## src/rtl/mult_div_unit.sv

```systemverilog
`default_nettype none
// ============================================================================
// Module   : mult_div_unit
// Purpose  : Iterative signed multiply (radix-2 Booth) and divide (restoring
//            on magnitudes) unit feeding the architectural HI/LO registers.
//            One step per cycle, WIDTH steps per operation.
// Revision : 1.0 - initial release
// ============================================================================
module mult_div_unit #(
  parameter int WIDTH = 32
) (
  input  logic             clock,
  input  logic             reset,
  input  logic             start_mult,
  input  logic             start_div,
  input  logic [WIDTH-1:0] a,
  input  logic [WIDTH-1:0] b,
  output logic [WIDTH-1:0] hi,
  output logic [WIDTH-1:0] lo,
  output logic             busy,
  output logic             done,
  output logic             div_zero
);

  localparam int CNT_W = (WIDTH > 1) ? $clog2(WIDTH) : 1;
  localparam logic [CNT_W-1:0] LAST_STEP = CNT_W'(WIDTH - 1);

  localparam logic [1:0] IDLE = 2'd0;
  localparam logic [1:0] MULT = 2'd1;
  localparam logic [1:0] DIV  = 2'd2;
  localparam logic [1:0] DONE = 2'd3;

  logic [1:0]       state;
  logic [CNT_W-1:0] count;
  // Multiplicand during MULT, divisor magnitude during DIV.
  logic [WIDTH-1:0] operand;
  // Booth product register: {upper, multiplier, q_minus_1}.
  logic [2*WIDTH:0] prod;
  // Restoring-division partial remainder and dividend/quotient shift register.
  logic [WIDTH-1:0] rem;
  logic [WIDTH-1:0] quo;
  logic             neg_quo;
  logic             neg_rem;

  // Operand magnitudes for division; |-2^(W-1)| is representable unsigned.
  logic [WIDTH-1:0] a_mag;
  logic [WIDTH-1:0] b_mag;
  assign a_mag = a[WIDTH-1] ? -a : a;
  assign b_mag = b[WIDTH-1] ? -b : b;

  // Booth step: the add/subtract is done one bit wider than the upper half so
  // that the most negative multiplicand cannot overflow, and that extra bit
  // becomes the sign shifted in by the arithmetic right shift.
  logic [WIDTH:0]   booth_upper;
  logic [WIDTH:0]   booth_mcand;
  logic [WIDTH:0]   booth_sum;
  logic [2*WIDTH:0] prod_next;
  assign booth_upper = {prod[2*WIDTH], prod[2*WIDTH:WIDTH+1]};
  assign booth_mcand = {operand[WIDTH-1], operand};

  // Select add, subtract or pass-through from the current Booth bit pair.
  always_comb begin
    booth_sum = booth_upper;
    case (prod[1:0])
      2'b01:   booth_sum = booth_upper + booth_mcand;
      2'b10:   booth_sum = booth_upper - booth_mcand;
      default: booth_sum = booth_upper;
    endcase
  end

  assign prod_next = {booth_sum, prod[WIDTH:1]};

  // Restoring-division step: shift in the next dividend bit, subtract the
  // divisor when it fits. The difference is always below the divisor, so a
  // WIDTH-bit subtraction is exact.
  logic [WIDTH:0]   div_shifted;
  logic             div_fits;
  logic [WIDTH-1:0] div_diff;
  logic [WIDTH-1:0] rem_next;
  logic [WIDTH-1:0] quo_next;
  logic [WIDTH-1:0] quo_signed;
  logic [WIDTH-1:0] rem_signed;
  assign div_shifted = {rem, quo[WIDTH-1]};
  assign div_fits    = (div_shifted >= {1'b0, operand});
  assign div_diff    = div_shifted[WIDTH-1:0] - operand;
  assign rem_next    = div_fits ? div_diff : div_shifted[WIDTH-1:0];
  assign quo_next    = {quo[WIDTH-2:0], div_fits};
  // Quotient truncates toward zero; remainder follows the dividend's sign.
  assign quo_signed  = neg_quo ? -quo_next : quo_next;
  assign rem_signed  = neg_rem ? -rem_next : rem_next;

  assign busy = (state == MULT) || (state == DIV);

  // Control FSM, datapath registers and HI/LO commit.
  always_ff @(posedge clock or posedge reset) begin
    if (reset) begin
      state    <= IDLE;
      count    <= '0;
      operand  <= '0;
      prod     <= '0;
      rem      <= '0;
      quo      <= '0;
      neg_quo  <= 1'b0;
      neg_rem  <= 1'b0;
      hi       <= '0;
      lo       <= '0;
      done     <= 1'b0;
      div_zero <= 1'b0;
    end else begin
      case (state)
        IDLE: begin
          if (start_mult) begin
            operand  <= a;
            prod     <= {{WIDTH{1'b0}}, b, 1'b0};
            count    <= '0;
            div_zero <= 1'b0;
            state    <= MULT;
          end else if (start_div) begin
            if (b == '0) begin
              div_zero <= 1'b1;
              done     <= 1'b1;
              state    <= DONE;
            end else begin
              operand  <= b_mag;
              rem      <= '0;
              quo      <= a_mag;
              neg_quo  <= a[WIDTH-1] ^ b[WIDTH-1];
              neg_rem  <= a[WIDTH-1];
              count    <= '0;
              div_zero <= 1'b0;
              state    <= DIV;
            end
          end
        end
        MULT: begin
          prod  <= prod_next;
          count <= count + 1'b1;
          if (count == LAST_STEP) begin
            hi    <= prod_next[2*WIDTH:WIDTH+1];
            lo    <= prod_next[WIDTH:1];
            done  <= 1'b1;
            state <= DONE;
          end
        end
        DIV: begin
          rem   <= rem_next;
          quo   <= quo_next;
          count <= count + 1'b1;
          if (count == LAST_STEP) begin
            hi    <= rem_signed;
            lo    <= quo_signed;
            done  <= 1'b1;
            state <= DONE;
          end
        end
        DONE: begin
          done  <= 1'b0;
          state <= IDLE;
        end
        default: begin
          done  <= 1'b0;
          state <= IDLE;
        end
      endcase
    end
  end

endmodule
`default_nettype wire

```

## config.mk

```make
export PLATFORM = sky130hd
export DESIGN_NAME = mult_div_unit
export DESIGN_NICKNAME = d
export VERILOG_FILES = /design/src/rtl/mult_div_unit.sv
export SDC_FILE = /design/constraint.sdc
export NUM_CORES = 1
export LEC_CHECK = 0
export CORE_ASPECT_RATIO = 1.75
export CORE_UTILIZATION = 55
export DETAILED_ROUTE_END_ITERATION = 8
export PLACE_DENSITY = 0.78
export SETUP_SLACK_MARGIN = 0.02
export SYNTH_ARGS = -nofsm -noshare
export SYNTH_HDL_FRONTEND = slang
export SYNTH_SLANG_ARGS = --single-unit
export TNS_END_PERCENT = 30
```

## constraint.sdc

```tcl
create_clock -name clock -period 9.2 [get_ports clock]
set_input_delay 2.3 -clock clock [delete_from_list [all_inputs] [get_ports clock]]
set_output_delay 2.3 -clock clock [all_outputs]
set_load 0.01 [all_outputs]
```

== Word-level counts from Yosys, hierarchy flattened ==
Cells that the tools add are included.

* Bits in registers: 236
* Input port bits: 68
* Output and inout bits: 67
* Word-level logic and storage cells: 101

* Add/subtract/negate cells: 8
* Magnitude comparators: 1
* Equal/unequal tests: 17
* Muxes and demuxes: 42
* Bitwise operators: 3
* Reduce and logical (&&, ||, !) cells: 18

{| class="wikitable"
|+ Operators with widths
! operator !! count
|-
| $mux 32 || 18
|-
| $pmux 32 s2 || 4
|-
| $pmux 65 s2 || 1
|-
| $neg 32->32 || 4
|-
| $pmux 33 s2 || 1
|-
| $mux 65 || 1
|-
| $add 32x32->33 || 1
|-
| $ge 33x32->1 || 1
|-
| $sub 32x32->33 || 1
|-
| $logic_not 32->1 || 1
|-
| $sub 32x32->32 || 1
|-
| $mux 5 || 3
|-
| $ne 2x2->1 const B || 6
|-
| $reduce_and 4->1 || 3
|-
| $pmux 5 s2 || 1
|-
| $reduce_bool 2->1 || 5
|-
| $reduce_and 3->1 || 3
|-
| $mux 1 || 8
|-
| $eq 2x2->1 const B || 3
|-
| $mux 2 || 3
|-
| $ne 2x1->1 const B || 3
|-
| $ne 3x3->1 const B || 2
|-
| $pmux 2 s3 || 1
|-
| $reduce_and 2->1 || 3
|-
| 9 further kinds || 11
|}

== Logic depth before layout (Yosys ltp) ==
* Depth after elaboration: 6
* Gate-level depth with buffers: 25
* Gate-level depth less buffers: 20

== Worst setup path after synthesis ==
OpenSTA, ideal clock, no wires.

* Path type: register to register
* Start: register operand[6]
* End: register hi[29]
* Library setup time: 0.135 ns
* Arrival time: 4.767 ns
* Required time: 9.065 ns
* Setup slack: 4.298 ns
* Stages on the path, launching flop included: 20
* Buffers on the path: 0
* Clock period less this slack: 4.902 ns
* Cell sequence: dfrtp_1 -> or4_1 -> nor4b_2 -> nand2_1 -> or4_1 -> nor3_1 -> a31oi_1 -> xnor2_1 -> ha_1 -> a21o_1 -> o21bai_1 -> a21o_1 -> nand2_1 -> nand4_1 -> a41o_1 -> a21o_1 -> a2111o_1 -> o221a_2 -> a22oi_1 -> o211ai_1

* Longest elaborated chain between the ends: 6
* Elaborated cells on any way between the ends: 11
* Classes of those cells: add/sub (4); order compare (1); mux (6)

{| class="wikitable"
|+ RTL lines
! item !! line !! text
|-
| start, declared || 36 || <nowiki>logic [WIDTH-1:0] operand;</nowiki>
|-
| start signal, assigned || 124 || <nowiki>operand <= b_mag;</nowiki>
|-
| $sub 32x32->32 / $ge 33x32->1 (equally long branches) || 85, 84 ||
|-
| $mux 32 || 86 || <nowiki>assign rem_next = div_fits ? div_diff : div_shifted[WIDTH-1:0];</nowiki>
|-
| $neg 32->32 || 90 || <nowiki>assign rem_signed = neg_rem ? -rem_next : rem_next;</nowiki>
|-
| $mux 32 || 90 ||
|-
| $mux 32 || 149 || <nowiki>if (count == LAST_STEP) begin</nowiki>
|-
| $pmux 32 s2 * || 110 || <nowiki>case (state)</nowiki>
|-
| end signal, assigned || 139 || <nowiki>hi <= prod_next[2*WIDTH:WIDTH+1];</nowiki>
|-
| end signal, assigned || 150 || <nowiki>hi <= rem_signed;</nowiki>
|-
| end, declared || 18 || <nowiki>output logic [WIDTH-1:0] hi,</nowiki>
|}

Mark *: on every way between the ends. The rest lies on a longest branch, timed or not. The select of a mux whose other input is x is not followed.
A chain may end at the register's enable or synchronous reset.

== Worst setup path in the final report ==
* Start: register operand[16]
* End: register hi[26]

Same word-level chain as after synthesis.

==> impl_results.md <==
* Top_reg_cell synth: dfrtp_1
* Die area at 34600 µm²
* Violated checks: max-capacitance violations
* Final cell count without fillers at 2825
* Fin. max-slew vios at 0
* Seq/Total Area, Yosys at 0.318
* Synth unique cells at 101
* Storage cell area at 5910 µm²
* Post-CTS Setup Bufs at 0
* Hold_ws at 0.485 ns
* CTS max path bufs at 3
* CTS tree: yes
* Root buf cell: clkbuf_16
* Row cnt at 88
* Ys Warns at 0
* Top cells by count, synth: 336 x nand2_1, 256 x o21ai_0, 236 x dfrtp_1
* Final Cell Area at 20900 µm²
* Chip height at 245 µm
* Reg clk slew, reported paths at 0.07 ns
* Fin crit period at 6.52 ns
* Pwr dens at 372 nW/µm²
* GPL Wtd Cong at 0.988
* Total CTS buffers at 24
* Via/cell ratio at 6.38
* DRT Pass-1 Iters at 6
* R2R cell count at 18
* Required @ worst endpoint at 9.65 ns
* Relative slew slack at 0.0180
* WP data arrival at 6.96 ns
* FILL cells at 2956
* Detailed placement HPWL at 46.9 mm
* Max-cap violations at 1
* Area share of the largest cell type after synthesis at 0.318
* Hold bufs inserted after CTS at 0
* Yosys reg bits at 236
* Initial drt markers at 1264
* Post-cts resize count at 0
* Pin count of the biggest net entering global routing at 117
* CTS sink cnt at 236
* Status: finished with violations
* Starting density of the core at 0.561
* CP endpoint kind: flip-flop
* DRC errors left at 0
* Netlist Area Pre-Place at 18600 µm²
* Fin nets at 2503
* WL per Instance at 22.1 µm
* Global-route wire length before repair at 96.7 mm
* Port bufs at 134
* Peak VDD IR at 0.000208 V
* Multi-input gate area at 11900 µm²
* FMAX at 153 MHz
* Antenna Nets Post-Route at 0
* Most common cell in the synthesized netlist: nand2_1
* Dpl cells at 2781
* I/O pin count at 135
* Worst setup SP type: flip-flop
* Fin crit share at 0.708
* Post-DP Area at 20100 µm²
* Die W at 141 µm
* Post-layout util at 0.631
* Worst hold path class: reg -> reg
* Worst Tran Pin Value at 1.46 ns
* Initial antenna violation count at 0
* Final setup TNS at 0 ns
* Number of synthesized flops with an enable pin at 0
* Share of layout cells above drive strength 1 at 0.0518
* Setup CP Type: reg -> reg
* CP Max Fanout at 60
* Post-Syn Nets at 2463
* Via count at 18000
* Largest area contributor in the netlist: dfrtp_1
* Cell count of the worst hold path at 2
* Area Overhead vs Synth at 12.6%
* Pleak at 9.04 nW
* Total track usage at 0.365
* Post-Route WL at 62.3 mm
* Syn Inst Count at 2317
* RSZ-0062 raised after global routing: no
* Diode count at 0
* Top cells by area, synth: dfrtp_1 32%, o21ai_0 6.9%, nand2_1 6.8%
* Setup-failing EPs final at 0
* Async SR Flop Fraction at 1.00
* H-tree depth at 1
* Worst Skew at 0.0176 ns
* Core area at 33100 µm²
* Clock insertion delay at the later pin of the skew report at 0.56 ns
* Number of global-route vias before repair at 17500
* Final hold vios at 0
* GRT overflow at 0
* Mean post-synth cell area at 8.02 µm²
==> stage by stage <==
stage          setup slack, ns  total power [mW]
5_1_grt                   2.48              8.28
4_1_cts                   2.95              7.68
3_5_place_dp              2.35              6.59
2_1_floorplan            0.425              5.10
6_report                  2.68              7.78
3_3_place_gp              2.54              6.47
==> final timing paths <==
path / to / startpoint / slack, ns
worst max-delay path: hi[26]$_DFFE_PP0P_ / operand[16]$_DFFE_PP0P_ / 2.68
worst min-delay path: lo[20]$_DFFE_PP0P_ / lo[20]$_DFFE_PP0P_ / 0.49
worst max register to register: hi[26]$_DFFE_PP0P_ / operand[16]$_DFFE_PP0P_ / 2.68
worst min register to register: lo[20]$_DFFE_PP0P_ / lo[20]$_DFFE_PP0P_ / 0.49
max in group asynchronous: prod[14]$_DFFE_PP0P_ / reset / 5.46
min in group asynchronous: prod[62]$_DFFE_PP0P_ / reset / 2.22
==> sequential cells by signal, indices dropped and copies added, names as in the netlist <==
register / flops
done: 1
prod: 65
neg_quo: 1
hi: 32
rem: 32
quo: 32
count: 5
operand: 32
state: 2
div_zero: 1
lo: 32
neg_rem: 1
==> worst max-delay path, stage by stage, from the launching register on <==
cell and delay, ns:
dfrtp_1 0.53, inv_1 0.21, ha_1 0.55, nand3_1 0.22, nor4_1 1.19, a221o_1 0.36
a31o_4 0.56, inv_2 0.19, buf_4 0.34, nand2_1 0.12, nand2_1 0.07, inv_1 0.08
ha_1 0.24, inv_1 0.16, o41ai_1 0.55, nand2_1 0.16, nor4_1 0.50, nor2_1 0.10
a221oi_1 0.21
==> area by class of cell <==
cell class / count / area share
sequential: 236 / 0.282
timing repair buffer: 152 / 0.0703
tap: 450 / 0.0269
clock buffer: 27 / 0.0302
inverter: 73 / 0.0135
multi-input combinational: 1870 / 0.567
clock inverter: 17 / 0.0100
==> where the power goes <==
group	switching, mW	internal (mW)
clock network	0.460	0.612
registers	0.434	1.42
logic	3.05	1.80
==> layout by cell type, fill, tap and decap left out, types with 24 or more instances in the layout <==
cell type	instances
a21o_1	33
a21oi_1	168
a22o_1	27
a31oi_1	25
clkbuf_16	24
clkdlybuf4s50_1	133
dfrtp_1	236
ha_1	74
inv_1	68
mux2i_1	64
nand2_1	336
nand3_1	52
nor2_1	176
nor3_1	33
nor4_1	24
o21ai_0	255
o21ai_1	25
o31ai_1	66
xnor2_1	86
xor2_1	101
==> metal layers <==
layer,wire length (µm),track usage
met5,0,0
met3,3810,0.0575
met2,30600,0.634
met1,21300,0.371
met4,6610,0.346
==> cells by family (layout without fill, tap and decap cells) <==
group	Yosys count	count (layout)	synth area share
fa+ha+maj	78	78	0.0533
compound gates	749	749	0.255
flops	236	236	0.318
mux	73	73	0.0400
simple gates	783	783	0.199
xor+xnor	187	187	0.0881
buf+inv	211	269	0.0466
(Power assumes the default switching activity.)
==> variant (same flow settings) <==
Register the inputs `start_mult`, `start_div`, `a` and `b` before use, cleared by the reset. The logic sees them one clock later.
--- a/src/rtl/mult_div_unit.sv
+++ b/src/rtl/mult_div_unit.sv
@@ -30,6 +30,25 @@
   localparam logic [1:0] DIV  = 2'd2;
   localparam logic [1:0] DONE = 2'd3;
 
+  logic start_mult_q;
+  logic start_div_q;
+  logic [WIDTH-1:0] a_q;
+  logic [WIDTH-1:0] b_q;
+
+  always_ff @(posedge clock or posedge reset) begin
+    if (reset) begin
+      start_mult_q <= '0;
+      start_div_q  <= '0;
+      a_q          <= '0;
+      b_q          <= '0;
+    end else begin
+      start_mult_q <= start_mult;
+      start_div_q  <= start_div;
+      a_q          <= a;
+      b_q          <= b;
+    end
+  end
+
   logic [1:0]       state;
   logic [CNT_W-1:0] count;
   // Multiplicand during MULT, divisor magnitude during DIV.
@@ -45,8 +64,8 @@
   // Operand magnitudes for division; |-2^(W-1)| is representable unsigned.
   logic [WIDTH-1:0] a_mag;
   logic [WIDTH-1:0] b_mag;
-  assign a_mag = a[WIDTH-1] ? -a : a;
-  assign b_mag = b[WIDTH-1] ? -b : b;
+  assign a_mag = a_q[WIDTH-1] ? -a_q : a_q;
+  assign b_mag = b_q[WIDTH-1] ? -b_q : b_q;
 
   // Booth step: the add/subtract is done one bit wider than the upper half so
   // that the most negative multiplicand cannot overflow, and that extra bit
@@ -109,14 +128,14 @@
     end else begin
       case (state)
         IDLE: begin
-          if (start_mult) begin
-            operand  <= a;
-            prod     <= {{WIDTH{1'b0}}, b, 1'b0};
+          if (start_mult_q) begin
+            operand  <= a_q;
+            prod     <= {{WIDTH{1'b0}}, b_q, 1'b0};
             count    <= '0;
             div_zero <= 1'b0;
             state    <= MULT;
-          end else if (start_div) begin
-            if (b == '0) begin
+          end else if (start_div_q) begin
+            if (b_q == '0) begin
               div_zero <= 1'b1;
               done     <= 1'b1;
               state    <= DONE;
@@ -124,8 +143,8 @@
               operand  <= b_mag;
               rem      <= '0;
               quo      <= a_mag;
-              neg_quo  <= a[WIDTH-1] ^ b[WIDTH-1];
-              neg_rem  <= a[WIDTH-1];
+              neg_quo  <= a_q[WIDTH-1] ^ b_q[WIDTH-1];
+              neg_rem  <= a_q[WIDTH-1];
               count    <= '0;
               div_zero <= 1'b0;
               state    <= DIV;
Check against the original RTL: not equivalent (a bounded check fails within 4 cycles, from zero or initial values and one cycle with reset high).
==> variant against the original RTL <==
- hold slack got worse by 0.0084 ns
- critical path depth rose by 3
- clock skew rose by 0.0027 ns
- final area rose by 9.6%
- clock power rose by 25%
- maximum frequency rose by 6.8%
- global-route usage fell by 2.4 points
- setup slack improved by 0.41 ns
- routed wire length rose by 2.2%
- synthesized area rose by 9.8%
- sequential cell count rose by 66
- power rose by 7.0%
- first-iteration DRC count rose by 0.55%
- critical endpoint is now hi[30]
- largest power group unchanged
==> variant: results (changes against the original RTL) <==
status: finished, final reports clean
fraction of layout cells with a size suffix above 1: 0.05205 (+0.0002566)
Die Area: 37,890 um^2 (+9.6%)
Worst-Skew Late Latency: 0.59 ns (+0.03 ns)
pin count of the biggest net entering global routing: 133 (+14%)
via count of the first global-routing pass: 18,570 (+6.0%)
Placed Instance Area: 21,880 um^2 (+8.9%)
final wirelength: 63.70 mm (+2.2%)
pre-CTS worst setup slack: 3.180 ns (+0.8319 ns)
number of buffers created by CTS: 29 (+21%)
number of nets produced by synthesis: 2,597 (+5.4%)
DR vias: 18,750 (+4.1%)
distinct cell type count of the synthesized netlist: 97 (-4.0%)
wire length of the first global-routing pass: 101.2 mm (+4.6%)
setup skew after layout: 0.02030 ns (+0.002687 ns)
Crit path largest cell delay: 0.57 ns (-0.62 ns)
routed len/inst: 21.29 um (-3.5%)
detailed-routed wire length on met3: 2.941 mm (-23%)
Peak VDD IR: 0.2687 mV (+29%)
post-route design area: 22,930 um^2 (+9.6%)
arrival time of data at the critical path endpoint: 6.63 ns (-0.33 ns)
slew of the pin with the lowest slew margin: 1.115 ns (-0.3445 ns)
master of the slowest instance on the critical path: sky130_fd_sc_hd__ha_1
initial drt markers: 1,271 (+0.55%)
GR Util met1: 0.3875 (+0.01644)
GRT Overall Usage: 0.3412 (-0.02384)
Pre-antenna DRT Iters: 6 (unchanged)
leakage power of the design: 9.935 nW (+10%)
CP max FO: 58 (-3.3%)
Diodes inserted: 0 (unchanged)
M1 WL: 23.79 mm (+12%)
sequential element share of the synthesized area: 0.3705 (+0.05270)
Fill cells: 3,203 (+8.4%)
Placed Instances: 2,940 (+5.7%)
global-route track usage on met3: 0.03221 (-0.02534)
leading cell types by count after synthesis: sky130_fd_sc_hd__nand2_1, sky130_fd_sc_hd__dfrtp_1, sky130_fd_sc_hd__o21ai_0
final weighted congestion in routability-driven placement: 0.9764 (-1.2%)
Port Buf Inserts: 134 (unchanged)
gate count of the mapped netlist: 2,451 (+5.8%)
number of setup buffers added after CTS: 0 (unchanged)
met2 track demand over resource in global routing: 0.6129 (-0.02094)
detailed-placement wirelength estimate: 48.05 mm (+2.4%)
most area-consuming cells after synthesis: sky130_fd_sc_hd__dfrtp_1, sky130_fd_sc_hd__o21ai_0, sky130_fd_sc_hd__nand2_1
detailed-routed wire length on met2: 32.94 mm (+7.6%)
net switching power of the design: 4.008 mW (+1.7%)
variant: changes by cell type in the layout (fill, tap and decap cells not counted), moves of 13 or more:
cell and change:
sky130_fd_sc_hd__dfrtp_1 +65, sky130_fd_sc_hd__a21oi_1 +39, sky130_fd_sc_hd__o21ai_0 +35, sky130_fd_sc_hd__nand2_1 +25, sky130_fd_sc_hd__nor2_1 +24, sky130_fd_sc_hd__o21ai_1 -21
sky130_fd_sc_hd__xor2_1 +19, sky130_fd_sc_hd__xnor2_1 -16, sky130_fd_sc_hd__nand3_1 -15, sky130_fd_sc_hd__a211oi_1 +13
variant: cell families after synthesis:
group,Yosys count,synth area share
buf+inv,215,0.04790
simple gates,815,0.1817
xor+xnor,190,0.08158
fa+ha+maj,78,0.04858
mux,62,0.03091
flops,302,0.3705
compound gates,789,0.2388
variant: power by group through the flow:
stage	registers, mW	clock network, mW	logic [mW]
3_5_place_dp	2.16	0	4.75
2_1_floorplan	2.10	0	3.37
3_3_place_gp	2.14	0	4.66
4_1_cts	2.14	1.36	4.78
6_report	2.15	1.34	4.83
5_1_grt	2.20	1.40	5.30
variant: layout make-up:
cell class / count / share of cell area
Tap cell: 475 / 0.02592
Multi-Input combinational cell: 1934 / 0.5199
Inverter: 72 / 0.01206
Timing Repair Buffer: 157 / 0.06657
Sequential cell: 302 / 0.3296
Clock inverter: 19 / 0.01228
Clock buffer: 33 / 0.03361
variant: path summary, 6_finish.rpt:
kind	startpoint	slack, ns	end	cells after the start
max in group asynchronous	reset	5.51	prod[57]	3
max	rem[2]	3.10	hi[30]	21
min in group asynchronous	reset	2.30	b_q[0]	2
max reg2reg	rem[2]	3.10	hi[30]	21
min reg2reg	lo[21]	0.48	lo[21]	1
min	lo[21]	0.48	lo[21]	1
